## src/rtl/auth_pkg.sv

```systemverilog
// Shared types and default command bytes for the BLE authentication block.
package auth_pkg;

    typedef enum logic [2:0] {
        IDLE     = 3'd0,
        COLLECT  = 3'd1,
        ON       = 3'd2,
        STOPPING = 3'd3,
        LOCKED   = 3'd4
    } auth_state_e;

    localparam logic [7:0] CMD_GO_DEF   = 8'h47;
    localparam logic [7:0] CMD_STOP_DEF = 8'h53;

endpackage

```

## src/rtl/auth_token_blk_uart_rx.sv

```systemverilog
// 8N1 UART receiver; rdy stays high until clr_rdy, rx_data holds the last good byte.
module UART_rx #(
    parameter int BAUD_DIV = 5208
) (
    input  logic       clk,
    input  logic       rst_n,
    input  logic       RX,
    input  logic       clr_rdy,
    output logic [7:0] rx_data,
    output logic       rdy
);

    localparam int BW = (BAUD_DIV > 1) ? $clog2(BAUD_DIV) : 1;

    logic          rx_ff1, rx_ff2;
    logic          busy;
    logic [3:0]    bit_cnt;
    logic [BW-1:0] baud_cnt;
    logic [7:0]    shreg;

    always_ff @(posedge clk or negedge rst_n) begin
        if (!rst_n) begin
            rx_ff1 <= 1'b1;
            rx_ff2 <= 1'b1;
        end else begin
            rx_ff1 <= RX;
            rx_ff2 <= rx_ff1;
        end
    end

    // First wait is half a bit so every later sample lands mid-bit.
    always_ff @(posedge clk or negedge rst_n) begin
        if (!rst_n) begin
            busy     <= 1'b0;
            bit_cnt  <= 4'd0;
            baud_cnt <= '0;
            shreg    <= 8'h00;
            rx_data  <= 8'h00;
            rdy      <= 1'b0;
        end else begin
            if (clr_rdy)
                rdy <= 1'b0;
            if (!busy) begin
                if (!rx_ff2) begin
                    busy     <= 1'b1;
                    bit_cnt  <= 4'd0;
                    baud_cnt <= BW'(BAUD_DIV / 2);
                end
            end else if (baud_cnt != '0) begin
                baud_cnt <= baud_cnt - 1'b1;
            end else begin
                baud_cnt <= BW'(BAUD_DIV - 1);
                if (bit_cnt == 4'd9) begin
                    busy <= 1'b0;
                    if (rx_ff2) begin
                        rx_data <= shreg;
                        rdy     <= 1'b1;
                    end
                end else if (bit_cnt == 4'd0) begin
                    if (rx_ff2)
                        busy <= 1'b0;
                    else
                        bit_cnt <= 4'd1;
                end else begin
                    shreg   <= {rx_ff2, shreg[7:1]};
                    bit_cnt <= bit_cnt + 1'b1;
                end
            end
        end
    end

endmodule

```

## src/rtl/auth_token_blk.sv

```systemverilog
// BLE power-up authentication: GO + key bytes enable the segway, with
// inter-byte timeout, failure counting and timed lockout.
module auth_token_blk
    import auth_pkg::*;
#(
    parameter int          KEY_LEN     = 2,
    parameter logic [31:0] KEY         = 32'h0000_A55A,
    parameter logic [7:0]  CMD_GO      = CMD_GO_DEF,
    parameter logic [7:0]  CMD_STOP    = CMD_STOP_DEF,
    parameter int          TIMEOUT_CYC = 5_000_000,
    parameter int          MAX_FAIL    = 3,
    parameter int          LOCK_CYC    = 50_000_000,
    parameter int          BAUD_DIV    = 5208
) (
    input  logic clk,
    input  logic rst_n,
    input  logic RX,
    input  logic rider_off,
    output logic pwr_up,
    output logic locked,
    output logic auth_fail
);

    localparam int IDX_W  = (KEY_LEN > 1)     ? $clog2(KEY_LEN)     : 1;
    localparam int TMR_W  = (TIMEOUT_CYC > 1) ? $clog2(TIMEOUT_CYC) : 1;
    localparam int FAIL_W = (MAX_FAIL > 1)    ? $clog2(MAX_FAIL)    : 1;
    localparam int LOCK_W = (LOCK_CYC > 1)    ? $clog2(LOCK_CYC)    : 1;

    logic [7:0]       rx_data;
    logic             rdy;
    logic             clr_rdy;

    auth_state_e      state, nxt;
    logic [IDX_W-1:0] idx;
    logic             mism;
    logic [TMR_W-1:0] tmr;
    logic [FAIL_W-1:0] fail_cnt;
    logic [LOCK_W-1:0] lock_cnt;

    logic             fail_evt;
    logic             byte_bad;
    logic             last_byte;
    logic             lock_now;

    function automatic logic [7:0] key_byte(input logic [IDX_W-1:0] i);
        return KEY[{i, 3'b000} +: 8];
    endfunction

    // Every byte is consumed the cycle it appears, whatever the state does with it.
    assign clr_rdy = rdy;

    UART_rx #(
        .BAUD_DIV (BAUD_DIV)
    ) u_rx (
        .clk     (clk),
        .rst_n   (rst_n),
        .RX      (RX),
        .clr_rdy (clr_rdy),
        .rx_data (rx_data),
        .rdy     (rdy)
    );

    assign byte_bad  = (rx_data != key_byte(idx));
    assign last_byte = (idx == IDX_W'(KEY_LEN - 1));
    assign lock_now  = (fail_cnt == FAIL_W'(MAX_FAIL - 1));

    always_comb begin
        nxt      = state;
        fail_evt = 1'b0;
        case (state)
            IDLE: begin
                if (rdy && rx_data == CMD_GO)
                    nxt = COLLECT;
            end
            COLLECT: begin
                // The verdict waits for the full key so timing reveals nothing.
                if (rdy) begin
                    if (last_byte) begin
                        if (mism || byte_bad)
                            fail_evt = 1'b1;
                        else
                            nxt = ON;
                    end
                end else if (tmr == TMR_W'(TIMEOUT_CYC - 1)) begin
                    fail_evt = 1'b1;
                end
            end
            ON: begin
                if (rdy && rx_data == CMD_STOP)
                    nxt = STOPPING;
            end
            STOPPING: begin
                if (rider_off)
                    nxt = IDLE;
                else if (rdy && rx_data == CMD_GO)
                    nxt = ON;
            end
            LOCKED: begin
                if (lock_cnt == LOCK_W'(LOCK_CYC - 1))
                    nxt = IDLE;
            end
            default: nxt = IDLE;
        endcase
        if (fail_evt)
            nxt = lock_now ? LOCKED : IDLE;
    end

    always_ff @(posedge clk or negedge rst_n) begin
        if (!rst_n) begin
            state     <= IDLE;
            pwr_up    <= 1'b0;
            locked    <= 1'b0;
            auth_fail <= 1'b0;
            idx       <= '0;
            mism      <= 1'b0;
            tmr       <= '0;
            fail_cnt  <= '0;
            lock_cnt  <= '0;
        end else begin
            state     <= nxt;
            pwr_up    <= (nxt == ON) || (nxt == STOPPING);
            locked    <= (nxt == LOCKED);
            auth_fail <= fail_evt;

            if (state == IDLE && nxt == COLLECT) begin
                idx  <= '0;
                mism <= 1'b0;
            end else if (state == COLLECT && rdy) begin
                idx  <= idx + 1'b1;
                mism <= mism | byte_bad;
            end

            if (state == COLLECT && !rdy)
                tmr <= tmr + 1'b1;
            else
                tmr <= '0;

            // The counter holds at MAX_FAIL-1 through lockout and clears on exit.
            if (fail_evt && !lock_now)
                fail_cnt <= fail_cnt + 1'b1;
            else if (state == COLLECT && nxt == ON)
                fail_cnt <= '0;
            else if (state == LOCKED && nxt == IDLE)
                fail_cnt <= '0;

            if (state == LOCKED)
                lock_cnt <= lock_cnt + 1'b1;
            else
                lock_cnt <= '0;
        end
    end

endmodule
```

## config.mk

```make
export PLATFORM = sky130hd
export DESIGN_NAME = auth_token_blk
export DESIGN_NICKNAME = d
export VERILOG_FILES = /design/src/rtl/auth_pkg.sv /design/src/rtl/auth_token_blk_uart_rx.sv /design/src/rtl/auth_token_blk.sv
export SDC_FILE = /design/constraint.sdc
export NUM_CORES = 1
export LEC_CHECK = 0
export ABC_AREA = 1
export CORE_MARGIN = 3
export CORE_UTILIZATION = 63
export DETAILED_ROUTE_END_ITERATION = 10
export PLACE_DENSITY = 0.85
export SLEW_MARGIN = 30
export SYNTH_ARGS = -nofsm -noshare
export SYNTH_HDL_FRONTEND = slang
export SYNTH_SLANG_ARGS = --single-unit
```

## constraint.sdc

```tcl
create_clock -name clk -period 1.86 [get_ports clk]
set_input_delay 0.186 -clock clk [delete_from_list [all_inputs] [get_ports clk]]
set_output_delay 0.186 -clock clk [all_outputs]
set_load 0.02 [all_outputs]
```

== Word-level counts from Yosys, hierarchy flattened ==
Cells that the tools add are included.
Operators by class
  multiplexer cells: 43
  bitwise operators: 4
  add/sub/neg operators: 6
  eq/ne operators: 19
  reduce and logical (&&, ||, !) cells: 21
  shift operators: 1
Operator list (count)
  $mux 13: 3
  $shiftx 32x5->8 const A: 1
  $mux 3: 10
  $add 26x1->26 const B: 1
  $eq 26x26->1 const B: 1
  $mux 26: 1
  $mux 4: 6
  $add 23x1->23 const B: 1
  $eq 23x23->1 const B: 1
  $mux 23: 1
  $mux 1: 18
  $eq 8x7->1 const B: 2
  $pmux 3 s5: 1
  $reduce_bool 13->1: 1
  $sub 13x1->13 const B: 1
  $eq 3x2->1 const B: 4
  $reduce_and 4->1: 3
  $logic_and 1x1->1: 8
  $ne 2x2->1 const B: 4
  $ne 8x8->1: 1
  $eq 3x1->1 const B: 2
  $eq 3x3->1 const B: 2
  $logic_not 3->1: 2
  $mux 2: 3
  12 further kinds: 16
Word-level totals
  output and inout bits: 3
  word-level logic and storage cells: 111
  input bits: 4
  register bits after elaboration: 96

== Depth between registers and ports, before layout ==
Gate-level depths: netlist of the first run.
  word-level depth: 13
  depth in mapped cells: 12
  depth with buffers taken out: 12

== Modules after synthesis ==
Synthesis of the first run repeated with hierarchy kept, for this count alone.
Second synthesis, totals
  cells, all modules: 663
  area total of the unflattened synthesis: 5223.8 um^2
By module, submodules not included
  auth_token_blk: instances 1, cells each 436, area each 3321.9 um^2, seq. area each 1476.4 um^2
  UART_rx: instances 1, cells each 227, area each 1901.8 um^2, seq. area each 928.4 um^2

== Worst setup path before layout of the first run ==
No wires, ideal clock.
  path kind: reg-to-reg
  start: register u_rx.baud_cnt[0]
  end: register u_rx.rx_data[7]
  data arrival time: 1.535 ns
  clock period less this slack: 1.652 ns
  library setup time: 0.117 ns
  path buffers: 1
  data required time: 1.743 ns
  setup slack: 0.208 ns
  stages on the path, launching flop included: 11
  cells stage by stage: dfrtp_1 -> inv_1 -> ha_1 -> nand4_2 -> nor2_4 -> nand3_4 -> inv_2 -> nand3_4 -> buf_6 -> nand2_1 -> o21ai_2
On the way
  word-level cells in the longest chain between the ends: 3
Ends and longest elaborated chain
  from (decl): RTL line auth_token_blk_uart_rx.sv:18  | logic [BW-1:0] baud_cnt;
  from (signal assigned): RTL line auth_token_blk_uart_rx.sv:47  | baud_cnt <= BW'(BAUD_DIV / 2);
  from (signal assigned): RTL line auth_token_blk_uart_rx.sv:50  | baud_cnt <= baud_cnt - 1'b1;
  from (signal assigned): RTL line auth_token_blk_uart_rx.sv:52  | baud_cnt <= BW'(BAUD_DIV - 1);
  $reduce_bool 13->1: RTL line auth_token_blk_uart_rx.sv:49  | end else if (baud_cnt != '0) begin
  $not 1->1 (no source line)
  $reduce_and 4->1 (no source line)
  to (signal assigned): RTL line auth_token_blk_uart_rx.sv:56  | rx_data <= shreg;
  to (decl): RTL line auth_token_blk_uart_rx.sv:9  | output logic [7:0] rx_data,
Every way passes these cells.
A chain may end at the register's enable or synchronous reset.

== Worst setup path after layout of the first run ==
  start: register u_rx.baud_cnt[0]
  end: register u_rx.rx_data[0]
Same word-level chain as after synthesis.

==> summary.md, run 1 <==
| Metric | Value |
|---|---|
| Layout cells sized above 1 | `0.132` |
| Initial antenna violation count | `0` |
| Post-synthesis mux area share | `0` |
| Final non-filler cell total | `762` |
| Clock sink count | `96` |
| Worst path cell trace | `inv_1 > ha_4 > nand4_2 > nor2_4 > nand3_4 > inv_2 > nand3_4 > nand2_1 > o21ai_2` |
| Register area share after synthesis | `0.475` |
| Pin count of the biggest net entering global routing | `46` |
| Die height | `95.6 um` |
| CTS tree | `built` |
| Synth Area in Adders | `0.0173` |
| Compound-cell area share of the yosys netlist | `0.104` |
| Post-route DRC | `0` |
| Post-route clock period utilization | `0.958` |
| Worst Hold Launch | `RX` |
| Syn avg cell area | `8.12 um2` |
| GRT Overall Usage | `0.248` |
| Dpl hpwl | `7420 um` |
| Total congestion overflow | `0` |
| Hold_ws | `0.220 ns` |
| Pre-Repair DR Iteration Count | `5` |
| First-pass GRT wire length | `18100 um` |
| Synthesized netlist cell count | `623` |
| Top cells by area, synth | `dfrtp_1 46%, nand2_1 8.1%, inv_1 7.1%` |
| Yosys cell types | `48` |
| Area share of xor/xnor cells in the synthesized design | `0.0346` |
| Simple-gate area share of the yosys netlist | `0.284` |
| P&R area growth vs syn | `11.7%` |
| DRT antenna net count | `0` |
| Clock Skew | `0.0188 ns` |
| Pwr/cell area | `650 nW/um2` |
| Vias/cell | `5.72` |
| Reg-to-Reg Start | `u_rx.baud_cnt[0]` |
| I/O pin count | `7` |
| Worst setup margin | `0.0775 ns` |
| Synthesized Nets | `634` |
| Largest family of logic cells by synthesized area | `simple AND/OR/NAND/NOR gates` |
| Dpl cells | `734` |
| Clk_lat worst skew | `0.37 ns` |
| EDFF count, synth | `0` |
| Clock power share | `0.415` |
| Crit-path max cell delay | `0.38 ns` |
| Yosys warnings | `0` |
| Root Driver | `clkbuf_8` |
| Final setup viols | `0` |
| Sequential power share | `0.570` |
| Setup crit start | `u_rx.baud_cnt[0]` |
| RSZ-0062 raised after global routing | `true` |
| Slack of the worst reg-to-reg path | `0.08 ns` |
| Dominant cell type by area after synthesis | `dfrtp_1` |
| Clock tree buffer depth | `2` |
| Class of the worst hold path | `input pin to flop` |
| Std cell rows | `32` |
| Switching power total | `0.806 mW` |
| Final Core Density | `0.728` |
| Crit-path max FO | `9` |
| Via count | `4362` |
| Net Sw Frac | `0.219` |
| Fin. Hold Viols | `0` |
| Clock H-tree levels | `3` |
| Buf/Inv on CP | `2` |
| Max Freq | `561 MHz` |
| Slew headroom | `0.673` |
| CP max-delay cell | `dfrtp_1` |
| Critical path required time | `2.12 ns` |
| Static Leak | `2.50 nW` |
| Setup CP Type | `flop to flop` |
| Setup TNS | `0 ns` |
| Final min period | `1.78 ns` |
| GP Congestion | `0.887` |
| Worst Max-Slew Pin Slew | `0.490 ns` |
| Vias in the first global route | `4167` |
| Status | `completed` |
| Yosys reg bits | `96` |
| Reg clk slew, reported paths | `0.09 ns` |
| FFs w/ async S/R, synth | `1.00` |
| Post-layout total power | `3.67 mW` |
| ANT cells | `0` |
| Top cell type's share of synthesized area | `0.465` |
| Post-Route WL | `10700 um` |
| Max_cap viols | `0` |
| Placeable Area | `7770 um2` |
| CP Capture Type | `flop` |
| CTS Buf Count | `9` |
| IO buf count | `6` |
| Mapped Area | `5060 um2` |
| Largest vdd supply drop | `0.453 mV` |
| Critical Path AT | `2.04 ns` |
| Die Width | `95.6 um` |
| Worst slack, placed | `0.0157 ns` |
| Layout Nets | `666` |
| Logic gate share of total power | `0.015` |
| Die area | `9140 um2` |
| Placed Area | `5290 um2` |
| Starting Density | `0.651` |
| Most frequent CP cell | `nand3_4` |
| Drt wl/cell | `14.1 um` |
| Initial DRC count | `300` |
| CP startpoint kind | `flop` |
| Fin area | `5650 um2` |
| Synth Flop Type | `dfrtp_1` |
| Internal power | `2.87 mW` |
| Slew Viols, Final | `0` |
| Crit-path leading delay family | `simple AND/OR/NAND/NOR gates` |
[cells in the mapped netlist (8+ instances only)]
cell	instances
o21ai_2	8
o21ai_0	29
nor3_1	26
dfrtp_1	94
inv_2	9
nand3_1	34
nor2_1	75
inv_1	96
nand4_1	18
a21oi_1	33
nand2_1	109
nor4_1	8
xor2_1	18
[cell type report]
type | instances | area, um2
Sequential cell | 96 | 2400
Inverter | 105 | 394
Fill cell | 579 | 2120
Multi-Input combinational cell | 417 | 2280
Clock inverter | 6 | 93.8
Clock buffer | 10 | 128
Tap cell | 102 | 128
Timing Repair Buffer | 26 | 223
[power groups by stage]
| stage | registers [mW] | clock network (mW) | logic, mW |
|---|---|---|---|
| 6_report | 2.09 | 1.52 | 0.0556 |
| 5_1_grt | 2.09 | 1.62 | 0.0655 |
| 4_1_cts | 2.09 | 1.54 | 0.0596 |
| 3_5_place_dp | 2.13 | 0 | 0.0578 |
| 3_3_place_gp | 2.13 | 0 | 0.0563 |
| 2_1_floorplan | 2.13 | 0 | 0.00221 |
[state kept, by name, indices dropped and copies added, names as in the netlist, 2 cells and up]
name and count:
lock_cnt 26, tmr 23, u_rx.baud_cnt 13, u_rx.rx_data 8, u_rx.shreg 8, u_rx.bit_cnt 4
state 3, fail_cnt 2
[cells by family after synthesis]
kind of cell / Yosys count
buffers and inverters: 111
xor gates and xnor gates: 20
adders and majority gates: 7
AOI/OAI and AO/OA: 91
DFF: 96
and+or+nand+nor: 298
[final timing paths]
check / end / cells past startpoint
worst min-delay path: u_rx.rx_ff1 / 1
max in group asynchronous: u_rx.rx_ff1 / 3
worst min register to register: u_rx.rx_ff2 / 0
min in group asynchronous: lock_cnt[9] / 2
worst max-delay path: u_rx.rx_data[0] / 9
worst max register to register: u_rx.rx_data[0] / 9
[what timing repair did]
action,in CTS,in global routing
gates resized for setup,0,11
gates cloned,0,1
hold endpoints to repair,33,0
hold buffers,1,0
pin swaps,0,5
setup endpoints to repair,6,27
setup buffers,1,9
[routing by layer]
layer | wire length (um) | GRT usage | part of all wire
met1 | 4670 | 0.323 | 0.44
met2 | 5370 | 0.419 | 0.50
met3 | 483 | 0.0450 | 0.045
met4 | 181 | 0.0841 | 0.017
met5 | 0 | 0 | 0
[worst register-to-register path, cell delays in order, from the launching register on]
cell,delay [ns]
dfrtp_1,0.38
inv_1,0.14
ha_4,0.18
nand4_2,0.16
nor2_4,0.18
nand3_4,0.16
inv_2,0.17
nand3_4,0.13
nand2_1,0.13
o21ai_2,0.06
[cell usage in the layout, fill, tap and decap left out, types with 3 or more instances in the layout]
master / instances
dfrtp_1: 94
a21oi_1: 33
nor2_1: 71
inv_1: 95
clkinv_4: 3
nor2_2: 5
nand3_4: 3
clkbuf_8: 9
nand2_1: 109
xor2_1: 18
clkdlybuf4s50_1: 5
o22ai_1: 3
nor4_1: 8
nor3_1: 26
o21ai_1: 5
nand4_1: 18
ha_1: 6
buf_4: 19
inv_2: 10
o21ai_0: 29
nand2_2: 5
a31oi_1: 3
nand3_2: 3
nor2_4: 4
o21ai_2: 8
nand3_1: 33
Note: power is estimated with default switching activity, not from simulation.
==> run 2: changes to the inputs <==
GPL_TIMING_DRIVEN = 0   (was default)
==> summary.md, run 2 (synthesized netlist as in run 1, its figures left out) <==
| Metric | Value |
|---|---|
| Post-route clock period utilization | `1.02 (+0.0598)` |
| RSZ-0062 raised after global routing | `true` |
| Post-route DRC | `0 (unchanged)` |
| Top reg by flops | `lock_cnt` |
| Failing checks | `negative setup slack` |
| Pin count of the biggest net entering global routing | `69 (+50%)` |
| Layout cells sized above 1 | `0.146 (+0.0145)` |
| Class of the worst hold path | `input pin to flop` |
| Initial DRC count | `224 (-25%)` |
| Cell depth of the worst flop-to-flop path | `9 (unchanged)` |
| Static Leak | `2.50 nW (+0.22%)` |
| Final min period | `1.89 ns (+0.111 ns)` |
| Max_cap viols | `0 (unchanged)` |
| Worst hold stages | `1 (unchanged)` |
| Final non-filler cell total | `765 (+0.39%)` |
| Vias/cell | `5.64 (-1.4%)` |
| Critical Path AT | `2.14 ns (+0.10 ns)` |
| Worst Max-Slew Pin Slew | `0.532 ns (+0.0424 ns)` |
| Root Driver | `clkbuf_8` |
| Sequential power share | `0.619 (+0.049)` |
| Net Sw Frac | `0.233 (+0.0131)` |
| Switching power total | `0.786 mW (-2.5%)` |
| Fin. Hold Viols | `0 (unchanged)` |
| CTS Buf Count | `9 (unchanged)` |
| Max Freq | `528 MHz (-5.9%)` |
| Starting Density | `0.651 (unchanged)` |
| Setup crit start | `tmr[1]` |
| Area of the multi-input gates | `2330 um2 (+2.3%)` |
| I/O pin count | `7 (unchanged)` |
| Vias in the first global route | `4111 (-1.3%)` |
| Reg-to-Reg Start | `tmr[1]` |
| Clock H-tree levels | `3 (unchanged)` |
| Most frequent CP cell | `nor2_4` |
| CP startpoint kind | `flop` |
| Slew Viols, Final | `0 (unchanged)` |
| Largest vdd supply drop | `0.465 mV (+2.7%)` |
| Die Width | `95.6 um (unchanged)` |
| Seq. cell area | `2400 um2 (unchanged)` |
| Internal power | `2.59 mW (-9.5%)` |
| RR Endpoint | `tmr[18]` |
| Setup CP Type | `flop to flop` |
| Crit-path max cell delay | `0.40 ns (+0.02 ns)` |
| Worst setup margin | `-0.0337 ns (-0.111 ns)` |
| Worst path cell trace | `ha_2 > nand2_2 > nor2_4 > nand4_1 > nor2_4 > nand2_4 > buf_4 > nor4_2 > nor3_2` |
| Slack of the worst reg-to-reg path | `-0.03 ns (-0.11 ns)` |
| GP Congestion | `0.909 (+2.5%)` |
| CP max-delay cell | `dfrtp_1` |
| Via count | `4317 (-1.0%)` |
| Initial antenna violation count | `0 (unchanged)` |
| Clock Skew | `0.0166 ns (-0.00216 ns)` |
| Drt wl/cell | `14.2 um (+0.86%)` |
| DRT antenna net count | `0 (unchanged)` |
| Clock power share | `0.365 (-0.050)` |
| CTS tree | `built` |
| P&R area growth vs syn | `12.5%` |
| First-pass GRT wire length | `17600 um (-2.7%)` |
| GRT Overall Usage | `0.243 (-0.00547)` |
| Logic gate share of total power | `0.017 (+0.002)` |
| Total congestion overflow | `0 (unchanged)` |
| Slew headroom | `0.645 (-0.0279)` |
| Hold endpoint | `u_rx.rx_ff1` |
| Std cell rows | `32 (unchanged)` |
| Layout Nets | `669 (+0.45%)` |
| Critical path required time | `2.10 ns (-0.02 ns)` |
| IO buf count | `6 (unchanged)` |
| Dpl hpwl | `7530 um (+1.5%)` |
| Crit-path max FO | `4 (-5)` |
| Clk_lat worst skew | `0.37 ns (about the same)` |
| Placeable Area | `7770 um2 (unchanged)` |
| Worst Hold Launch | `RX` |
| Dpl cells | `732 (-0.27%)` |
| Final setup viols | `2 (+2)` |
| Die area | `9140 um2 (unchanged)` |
| Worst slack, placed | `-0.0371 ns (-0.0528 ns)` |
| Die height | `95.6 um (unchanged)` |
| ANT cells | `0 (unchanged)` |
| Fillers | `576 (-0.52%)` |
| CP Capture Type | `flop` |
| Pre-Repair DR Iteration Count | `5 (unchanged)` |
| Clock tree buffer depth | `2 (unchanged)` |
| Clock sink count | `96 (unchanged)` |
| Reg clk slew, reported paths | `0.10 ns (about the same)` |
| Most frequent cells in the layout | `108 x nand2_1, 94 x inv_1, 94 x dfrtp_1` |
| Post-Route WL | `10800 um (+1.3%)` |
| Largest register FFs | `26 (unchanged)` |
| Largest registers | `lock_cnt (26), tmr (23), u_rx.baud_cnt (13)` |
| Commonest non-fill, non-tap cell in the layout | `nand2_1` |
| Status | `finished with violations` |
| Pwr/cell area | `594 nW/um2 (-8.6%)` |
## run 2: cell types whose count changed in the layout (fill, tap and decap cells not counted), moves of 2 or more
cell,previous run,this run
nor3_1,26,22
nor3_2,2,5
buf_4,19,17
bufinv_16,2,0
clkbuf_1,1,3
clkinv_4,3,1
clkinvlp_4,1,3
ha_1,6,4
ha_2,0,2
## run 2: power groups by stage
| stage | Combinational [mW] | Sequential [mW] | Clock [mW] |
|---|---|---|---|
| finish | 0.0566 | 2.09 | 1.23 |
| global route | 0.0653 | 2.09 | 1.34 |
| CTS | 0.0597 | 2.09 | 1.25 |
| detailed placement | 0.0579 | 2.13 | 0 |
| global placement | 0.0496 | 2.13 | 0 |
| floorplan | 0.00221 | 2.13 | 0 |
## run 2: worst max-delay path: cells and delay by family (launching register included)
kind / cells / cell delay [ns]
AND/OR/NAND/NOR: 7 / 1.03
flip-flops: 1 / 0.40
adder cells (fa/ha/maj): 1 / 0.20
buffers and inverters: 1 / 0.15
## run 2: metrics by stage
step | total power [mW] | hold WS (ns) | area (um2) | utilization | TNS (ns)
finish | 3.38 | 0.241 | 5690 | 0.733 | -0.0483
detailed placement | 2.19 | 0.0720 | 5280 | 0.679 | -0.125
global route | 3.50 | 0.245 | 5690 | 0.733 | -0.473
CTS | 3.40 | 0.237 | 5480 | 0.706 | 0
global placement | 2.18 | 0.346 | 5250 | 0.676 | -268.91
floorplan | 2.13 | -0.110 | 5060 | - | 0
## run 2: repair_timing
action / CTS / global route
hold buffers: 1 / 0
gates resized for setup: 1 / 26
setup buffers: 3 / 13
hold endpoints to repair: 28 / 0
pin swaps: 2 / 15
setup endpoints to repair: 9 / 39
## run 2: layer usage
layer / vias to the layer above / wire length (um) / global-route usage
li1: 2107 / - / -
met2: 112 / 5490 / 0.414
met4: 0 / 212 / 0.0924
met1: 2076 / 4740 / 0.311
met5: - / 0 / 0
met3: 22 / 401 / 0.0387
## run 2: final cells by class
cell class                      instances  share of cell area
Clock inverter                          6             0.00791
Inverter                              105              0.0697
Tap cell                              102              0.0224
Sequential cell                        96               0.422
Buffer                                  6             0.00681
Timing Repair Buffer                   24              0.0385
Multi-Input combinational cell        416               0.410
Clock buffer                           10              0.0224
## run 2: worst max-delay path by stage
stage / cells after the start / to / slack [ns]
floorplan: 10 / u_rx.rx_data[7] / 0.21
global placement: 1 / u_rx.shreg[1] / -2.83
detailed placement: 9 / tmr[16] / -0.04
CTS: 10 / u_rx.bit_cnt[2] / 0.005
global route: 9 / tmr[18] / -0.10
finish: 9 / tmr[18] / -0.03
